===== src/rtl/mem_dump_tx.sv =====
// rtl/mem_dump_tx.sv - reads a data-memory address range and streams each 16-bit word out over UART TX
module mem_dump_tx #(
    parameter int ARQ          = 16,
    parameter int MEM_ADDR     = 10,
    parameter int CLKS_PER_BIT = 434
) (
    input  logic                clk,
    input  logic                rst,
    input  logic                start,
    input  logic [MEM_ADDR-1:0] base_addr,
    input  logic [MEM_ADDR:0]   word_count,
    output logic                mem_rd_en,
    output logic [MEM_ADDR-1:0] mem_addr,
    input  logic [ARQ-1:0]      mem_rd_data,
    output logic                tx,
    output logic                busy,
    output logic                done,
    output logic [MEM_ADDR:0]   words_sent
);

    localparam int CW = $clog2(CLKS_PER_BIT);
    localparam logic [CW-1:0] BAUD_LAST = CW'(CLKS_PER_BIT - 1);
    localparam logic [MEM_ADDR:0] ONE_WORD = (MEM_ADDR+1)'(1);

    typedef enum logic [2:0] {
        IDLE, RD_REQ, RD_CAP, TX_START, TX_DATA, TX_STOP, NEXT, FIN
    } state_t;

    state_t state, state_nx;

    logic [MEM_ADDR-1:0] addr;
    logic [MEM_ADDR:0]   remaining;
    logic [7:0]          lo_byte;
    logic [7:0]          shift;
    logic                byte_sel;
    logic [CW-1:0]       baud_cnt;
    logic [2:0]          bit_cnt;
    logic                baud_done;
    logic                in_tx;

    assign baud_done = (baud_cnt == BAUD_LAST);
    assign in_tx     = (state == TX_START) || (state == TX_DATA) || (state == TX_STOP);

    always_ff @(posedge clk) begin
        if (rst) begin
            state <= IDLE;
        end else begin
            state <= state_nx;
        end
    end

    // An empty request passes through NEXT without counting so that busy
    // is seen for one cycle and done lands in the cycle after it.
    always_comb begin
        state_nx = state;
        case (state)
            IDLE:     if (start) state_nx = (word_count == '0) ? NEXT : RD_REQ;
            RD_REQ:   state_nx = RD_CAP;
            RD_CAP:   state_nx = TX_START;
            TX_START: if (baud_done) state_nx = TX_DATA;
            TX_DATA:  if (baud_done && bit_cnt == 3'd7) state_nx = TX_STOP;
            TX_STOP:  if (baud_done) state_nx = byte_sel ? NEXT : TX_START;
            NEXT:     state_nx = (remaining <= ONE_WORD) ? FIN : RD_REQ;
            FIN:      state_nx = IDLE;
            default:  state_nx = IDLE;
        endcase
    end

    always_ff @(posedge clk) begin
        if (rst) begin
            addr       <= '0;
            remaining  <= '0;
            lo_byte    <= '0;
            shift      <= '0;
            byte_sel   <= 1'b0;
            baud_cnt   <= '0;
            bit_cnt    <= '0;
            words_sent <= '0;
        end else begin
            baud_cnt <= (in_tx && !baud_done) ? baud_cnt + 1'b1 : '0;
            case (state)
                IDLE: begin
                    if (start) begin
                        addr       <= base_addr;
                        remaining  <= word_count;
                        words_sent <= '0;
                    end
                end
                RD_CAP: begin
                    shift    <= mem_rd_data[15:8];
                    lo_byte  <= mem_rd_data[7:0];
                    byte_sel <= 1'b0;
                    bit_cnt  <= '0;
                end
                TX_DATA: begin
                    if (baud_done) begin
                        shift   <= shift >> 1;
                        bit_cnt <= bit_cnt + 3'd1;
                    end
                end
                TX_STOP: begin
                    if (baud_done && !byte_sel) begin
                        shift    <= lo_byte;
                        byte_sel <= 1'b1;
                        bit_cnt  <= '0;
                    end
                end
                NEXT: begin
                    if (remaining != '0) begin
                        words_sent <= words_sent + 1'b1;
                        remaining  <= remaining - 1'b1;
                        addr       <= addr + 1'b1;
                    end
                end
                default: ;
            endcase
        end
    end

    always_comb begin
        mem_rd_en = 1'b0;
        mem_addr  = '0;
        tx        = 1'b1;
        done      = 1'b0;
        busy      = (state != IDLE) && (state != FIN);
        case (state)
            RD_REQ: begin
                mem_rd_en = 1'b1;
                mem_addr  = addr;
            end
            TX_START: tx = 1'b0;
            TX_DATA:  tx = shift[0];
            FIN:      done = 1'b1;
            default: ;
        endcase
    end

endmodule


===== config.mk =====
export PLATFORM = sky130hd
export DESIGN_NAME = mem_dump_tx
export DESIGN_NICKNAME = d
export VERILOG_FILES = /design/src/rtl/mem_dump_tx.sv
export SDC_FILE = /design/constraint.sdc
export NUM_CORES = 1
export LEC_CHECK = 0
export ABC_AREA = 1
export BUFFER_PORTS_ARGS = -buffer_cell sky130_fd_sc_hd__buf_4
export CORE_MARGIN = 4
export CORE_UTILIZATION = 50
export CTS_BUF_LIST = sky130_fd_sc_hd__clkbuf_4
export DETAILED_ROUTE_END_ITERATION = 10
export GPL_ROUTABILITY_DRIVEN = 0
export PLACE_DENSITY = 0.82
export SETUP_SLACK_MARGIN = 0.4
export SLEW_MARGIN = 20
export SYNTH_ARGS = -nofsm -noshare
export SYNTH_HDL_FRONTEND = slang
export SYNTH_SLANG_ARGS = --single-unit

===== constraint.sdc =====
create_clock -name clk -period 2.6 [get_ports clk]
set_input_delay 0.39 -clock clk [delete_from_list [all_inputs] [get_ports clk]]
set_output_delay 0.39 -clock clk [all_outputs]
set_load 0.05 [all_outputs]

* Word-level counts from Yosys, hierarchy flattened
Cells that the tools add are included.
** Cells by class
- Add/subtract/negate cells :: 5
- $lt $le $gt $ge :: 1
- Equality and inequality tests :: 17
- Mux-type cells :: 29
- Bitwise gates (word level) :: 1
- Reduce and logical (&&, ||, !) cells :: 20
** Operator list (count)
- two-way mux 11 bit :: 4
- one-hot mux 11 bit (2 select lines) :: 2
- two-way mux 10 bit :: 3
- two-way mux 3 bit :: 9
- one-hot mux 3 bit (8 select lines) :: 1
- one-hot mux 8 bit (3 select lines) :: 1
- one-hot mux 10 bit (2 select lines) :: 1
- two-way mux 8 bit :: 2
- == test 3 bit (second input constant) :: 5
- adder 11 x 1 -> 11 bit (second input constant) :: 1
- <= comparator 11 x 1 -> 1 bit (second input constant) :: 1
- logical NOT 11 bit :: 1
- nonzero test 11 bit :: 1
- subtractor 11 x 1 -> 11 bit (second input constant) :: 1
- adder 10 x 1 -> 10 bit (second input constant) :: 1
- inequality test 2 bit (second input constant) :: 5
- adder 9 x 1 -> 9 bit (second input constant) :: 1
- == test 9 bit (second input constant) :: 1
- one-hot mux 3 bit (3 select lines) :: 1
- == test 3 x 2 -> 1 bit (second input constant) :: 2
- AND reduction 3 bit :: 2
- nonzero test 3 bit :: 2
- logical AND 1 bit :: 4
- inequality test 2 x 1 -> 1 bit (second input constant) :: 2
- other kinds (13) :: 19
** Word-level totals
- Register bits after elaboration :: 64
- Bits of input ports :: 40
- Output and inout bits :: 25
- Word-level logic and storage cells :: 82

* Logic depth before layout (Yosys ltp)
- Depth after elaboration :: 6
- Gate-level depth with buffers :: 11

* Worst setup path before layout
No wires, ideal clock.
- Path kind :: register to output
- Start point :: register state[0]
- End point :: output port mem_addr[0]
- Data arrival time :: 2.386 ns
- Required time :: 2.210 ns
- Setup slack :: -0.176 ns
- Stages on the path, launching flop included :: 6
- Path through :: dfxtp_1 buf_2 nand2_1 nor2_1 clkinv_1 nor2_1
** On the way
- Longest elaborated chain between the ends :: 2
** RTL lines
- start: declaration :: RTL line 29 : state_t state, state_nx;
- start signal: assignment :: RTL line 48 : state <= state_nx;
- == test 3 x 1 -> 1 bit :: RTL line 126 : case (state)
- two-way mux 10 bit :: RTL line 126
- end: declaration :: RTL line 13 : output logic [MEM_ADDR-1:0] mem_addr,
No other way between the ends.

* Final worst setup path
- Start point :: register state[1]
- End point :: output port mem_addr[7]
Same word-level chain as after synthesis.

==> impl_results.md <==
- Outcome: completed
- Worst Setup Path Type: register to output pin
- Post-route clock period utilization: 77.0%
- Ratio of cells with drive above 1 in the final layout: 17.9%
- Vias post-DR: 3904
- Critical Path End: mem_addr[7]
- Area Growth Syn to Fin: 19.2%
- Mapped Avg Cell Area: 6.31 sq um
- Fin. max-slew vios: 0
- Mapped Area: 3690 sq um
- CTS buffer count: 9
- Clock latency at the later pin of the worst-skew pair: 0.41 ns
- Initial antenna violation count: 0
- CP required: 2.21 ns
- Final wirelength: 9300 um
- Hold Buf Count CTS: 0
- Starting Density: 51.2%
- Share of the synthesized area in the top cell type: 34.7%
- Worst Tran Pin Value: 0.670 ns
- First-pass GRT wire length: 15900 um
- Core area: 7210 sq um
- DPL Wire Length: 6700 um
- Die footprint: 8830 sq um
- CP Capture Type: output pin
- Fill count: 673
- Final hold viol count: 0
- Die W: 94.0 um
- Multi-input logic area: 2140 sq um
- Area contributors post-synth: dfxtp_1 (35%), nand2_1 (16%), nor2_1 (8.3%), a21oi_1 (7.9%), nand3_1 (6.2%)
- Post-synthesis async set-or-reset flop share: 0%
- Setup-failing EPs final: 0
- Worst-path clk slew: 0.09 ns
- # clock sinks: 64
- Worst r2r src: state[0]
- All-Layer GR Usage: 22.1%
- DRC viols: 0
- CP Cell Sequence: inv_1 > nand2_1 > nor2_4 > clkinv_4 > nor2_2 > buf_4
- Area leader, netlist: dfxtp_1
- Setup TNS: 0 ns
- Min cycle time layout: 2.00 ns
- First-pass iteration count of the detailed router: 5
- CTS Root Cell: clkbuf_4
- Worst rel slew slack: 55.2%
- RSZ-0062 raised after global routing: no
- Crit. Startpoint: state[1]
- Post-synth EDFFs: 0
- Library cells used by synthesis: 33
- FMAX: 499 MHz
- Register-to-Register Path Depth: 8
- Largest net degree at the start of global routing: 33
- Initial drt markers: 289
- # port buffers: 64
- Vias in the first global route: 3648
- Die Span Y: 94.0 um
- Number of diodes: 0
- CP max-delay cell: dfxtp_2
- Register area share after synthesis: 34.7%
- R2r setup slk: 0.62 ns
- Util after Layout: 61.0%
- WL/cell: 12.4 um
- Rows: 31
- Max Root-Sink Buffers: 2
- Ys Warns: 0
- Startpoint types: register
- Final Skew: 0.0159 ns
- Post-layout nets: 694
- WP data arrival: 1.61 ns
- Htree depth: 3
- Mapped Nets: 634
- Number of setup buffers added after CTS: 0
- Routed vias/inst: 5.23
- Antenna Nets Post-Route: 0
- Max_cap viols: 0
- Seq. cell area: 1280 sq um
- CTS tree: built
- Total gr overflow: 0
- VDD IR max: 0.561 mV
- LEAKAGE: 1.96 nW
- Syn Inst Count: 585
- Worst path max stage delay: 0.37 ns
- PwrDens: 962 nW/um^2
- Io pins: 65
- #FFs+latches synth: 64
- RR Endpoint: remaining[2]
- Ys flop type: dfxtp_1
- Worst-path maximum fanout: 6
- Hold Crit Class: input port to register
-- layer usage --
layer	part of all wire (%)	routed length, um	global-route usage (%)
met2	49	4510	38.0
met4	1.3	121	6.14
met5	0	0	0
met3	7.4	687	5.85
met1	43	3980	27.1
-- cell families (layout without fill, tap and decap cells) --
kind of cell | Yosys count | count (layout) | synth area share, %
AO/OA/AOI/OAI | 101 | 101 | 14.4
XOR/XNOR | 5 | 5 | 1.19
adder cells (fa/ha/maj) | 9 | 9 | 3.05
buffers and inverters | 80 | 143 | 9.42
flip-flops | 64 | 64 | 34.7
AND/OR/NAND/NOR | 326 | 326 | 37.3
-- sequential cells by signal, summed over array words and instances, names as in the netlist --
signal and flops:
shift 8, baud_cnt 9, addr 10, words_sent 11
lo_byte 8, byte_sel 1, remaining 11, bit_cnt 3
state 3
-- cells in the final DEF, fill, tap and decap left out, drive strengths merged --
cell type / count
clkbuf: 12
nor3: 7
o22ai: 1
clkinv: 5
nand2: 162
xor2: 3
o211ai: 1
o21a: 1
nor3b: 2
nor2: 84
o21bai: 1
nand3: 48
o21ai: 37
and3: 2
nand4: 14
inv: 55
dfxtp: 64
or2: 5
clkinvlp: 2
a21oi: 59
ha: 9
a31oi: 1
buf: 69
nand3b: 2
xnor2: 2
-- power by group --
group	switching [mW]	leakage [nW]	internal [mW]
Clock	0.339	0.0607	0.215
Combinational	1.55	1.38	0.676
Sequential	0.216	0.524	1.24
-- worst min path at each step --
stage | startpoint | end | slack [ns] | cells after the start
after floorplan | lo_byte[7] | lo_byte[7] | 0.43 | 2
after global placement | baud_cnt[0] | baud_cnt[0] | 0.45 | 1
after detailed placement | lo_byte[7] | lo_byte[7] | 0.46 | 2
after CTS | mem_rd_data[2] | lo_byte[2] | 0.19 | 3
after global routing | mem_rd_data[4] | lo_byte[4] | 0.18 | 3
final | mem_rd_data[2] | lo_byte[2] | 0.21 | 3
-- cells in the mapped netlist (all sizes together) (2+ instances only) --
master / instances
inv: 55
o21ai: 37
buf: 12
or2: 5
nor3: 7
nand2: 162
clkinv: 3
nand3: 48
nor2: 84
and3: 2
xnor2: 2
xor2: 3
nor3b: 2
nand3b: 2
ha: 9
nand4: 14
dfxtp: 64
clkbuf: 10
a21oi: 59
-- what timing repair did --
item	4_1_cts	5_1_grt
hold endpoints to repair	0	0
cloned	0	2
gates resized for setup	3	9
setup endpoints to repair	13	45
-- per-stage QoR --
step | cells | hold WS, ns | area (sq um) | setup slack [ns] | total power, mW
global route | 747 | 0.182 | 4400 | 0.458 | 4.62
detailed placement | 731 | 0.458 | 4260 | 0.222 | 3.63
floorplan | 585 | 0.430 | 3750 | 0.310 | 3.20
global placement | 731 | 0.445 | 4260 | 0.405 | 3.56
finish | 747 | 0.208 | 4400 | 0.597 | 4.24
CTS | 745 | 0.195 | 4370 | 0.371 | 4.18
-- area by class of cell --
class | instances | share of cell area [%]
Timing Repair Buffer | 69 | 11.8
Timing Repair inverter | 2 | 0.313
Inverter | 58 | 5.17
Clock buffer | 12 | 2.05
Multi-Input combinational cell | 441 | 48.5
Sequential cell | 64 | 29.2
Clock inverter | 2 | 0.199
Tap cell | 99 | 2.81
-- worst max-delay path, delay by kind of cell (launching register included) --
kind / cells / cell delay (ns)
buf+inv: 3 / 0.42
simple gates: 3 / 0.42
flops: 1 / 0.37
(Power assumes the default switching activity.)
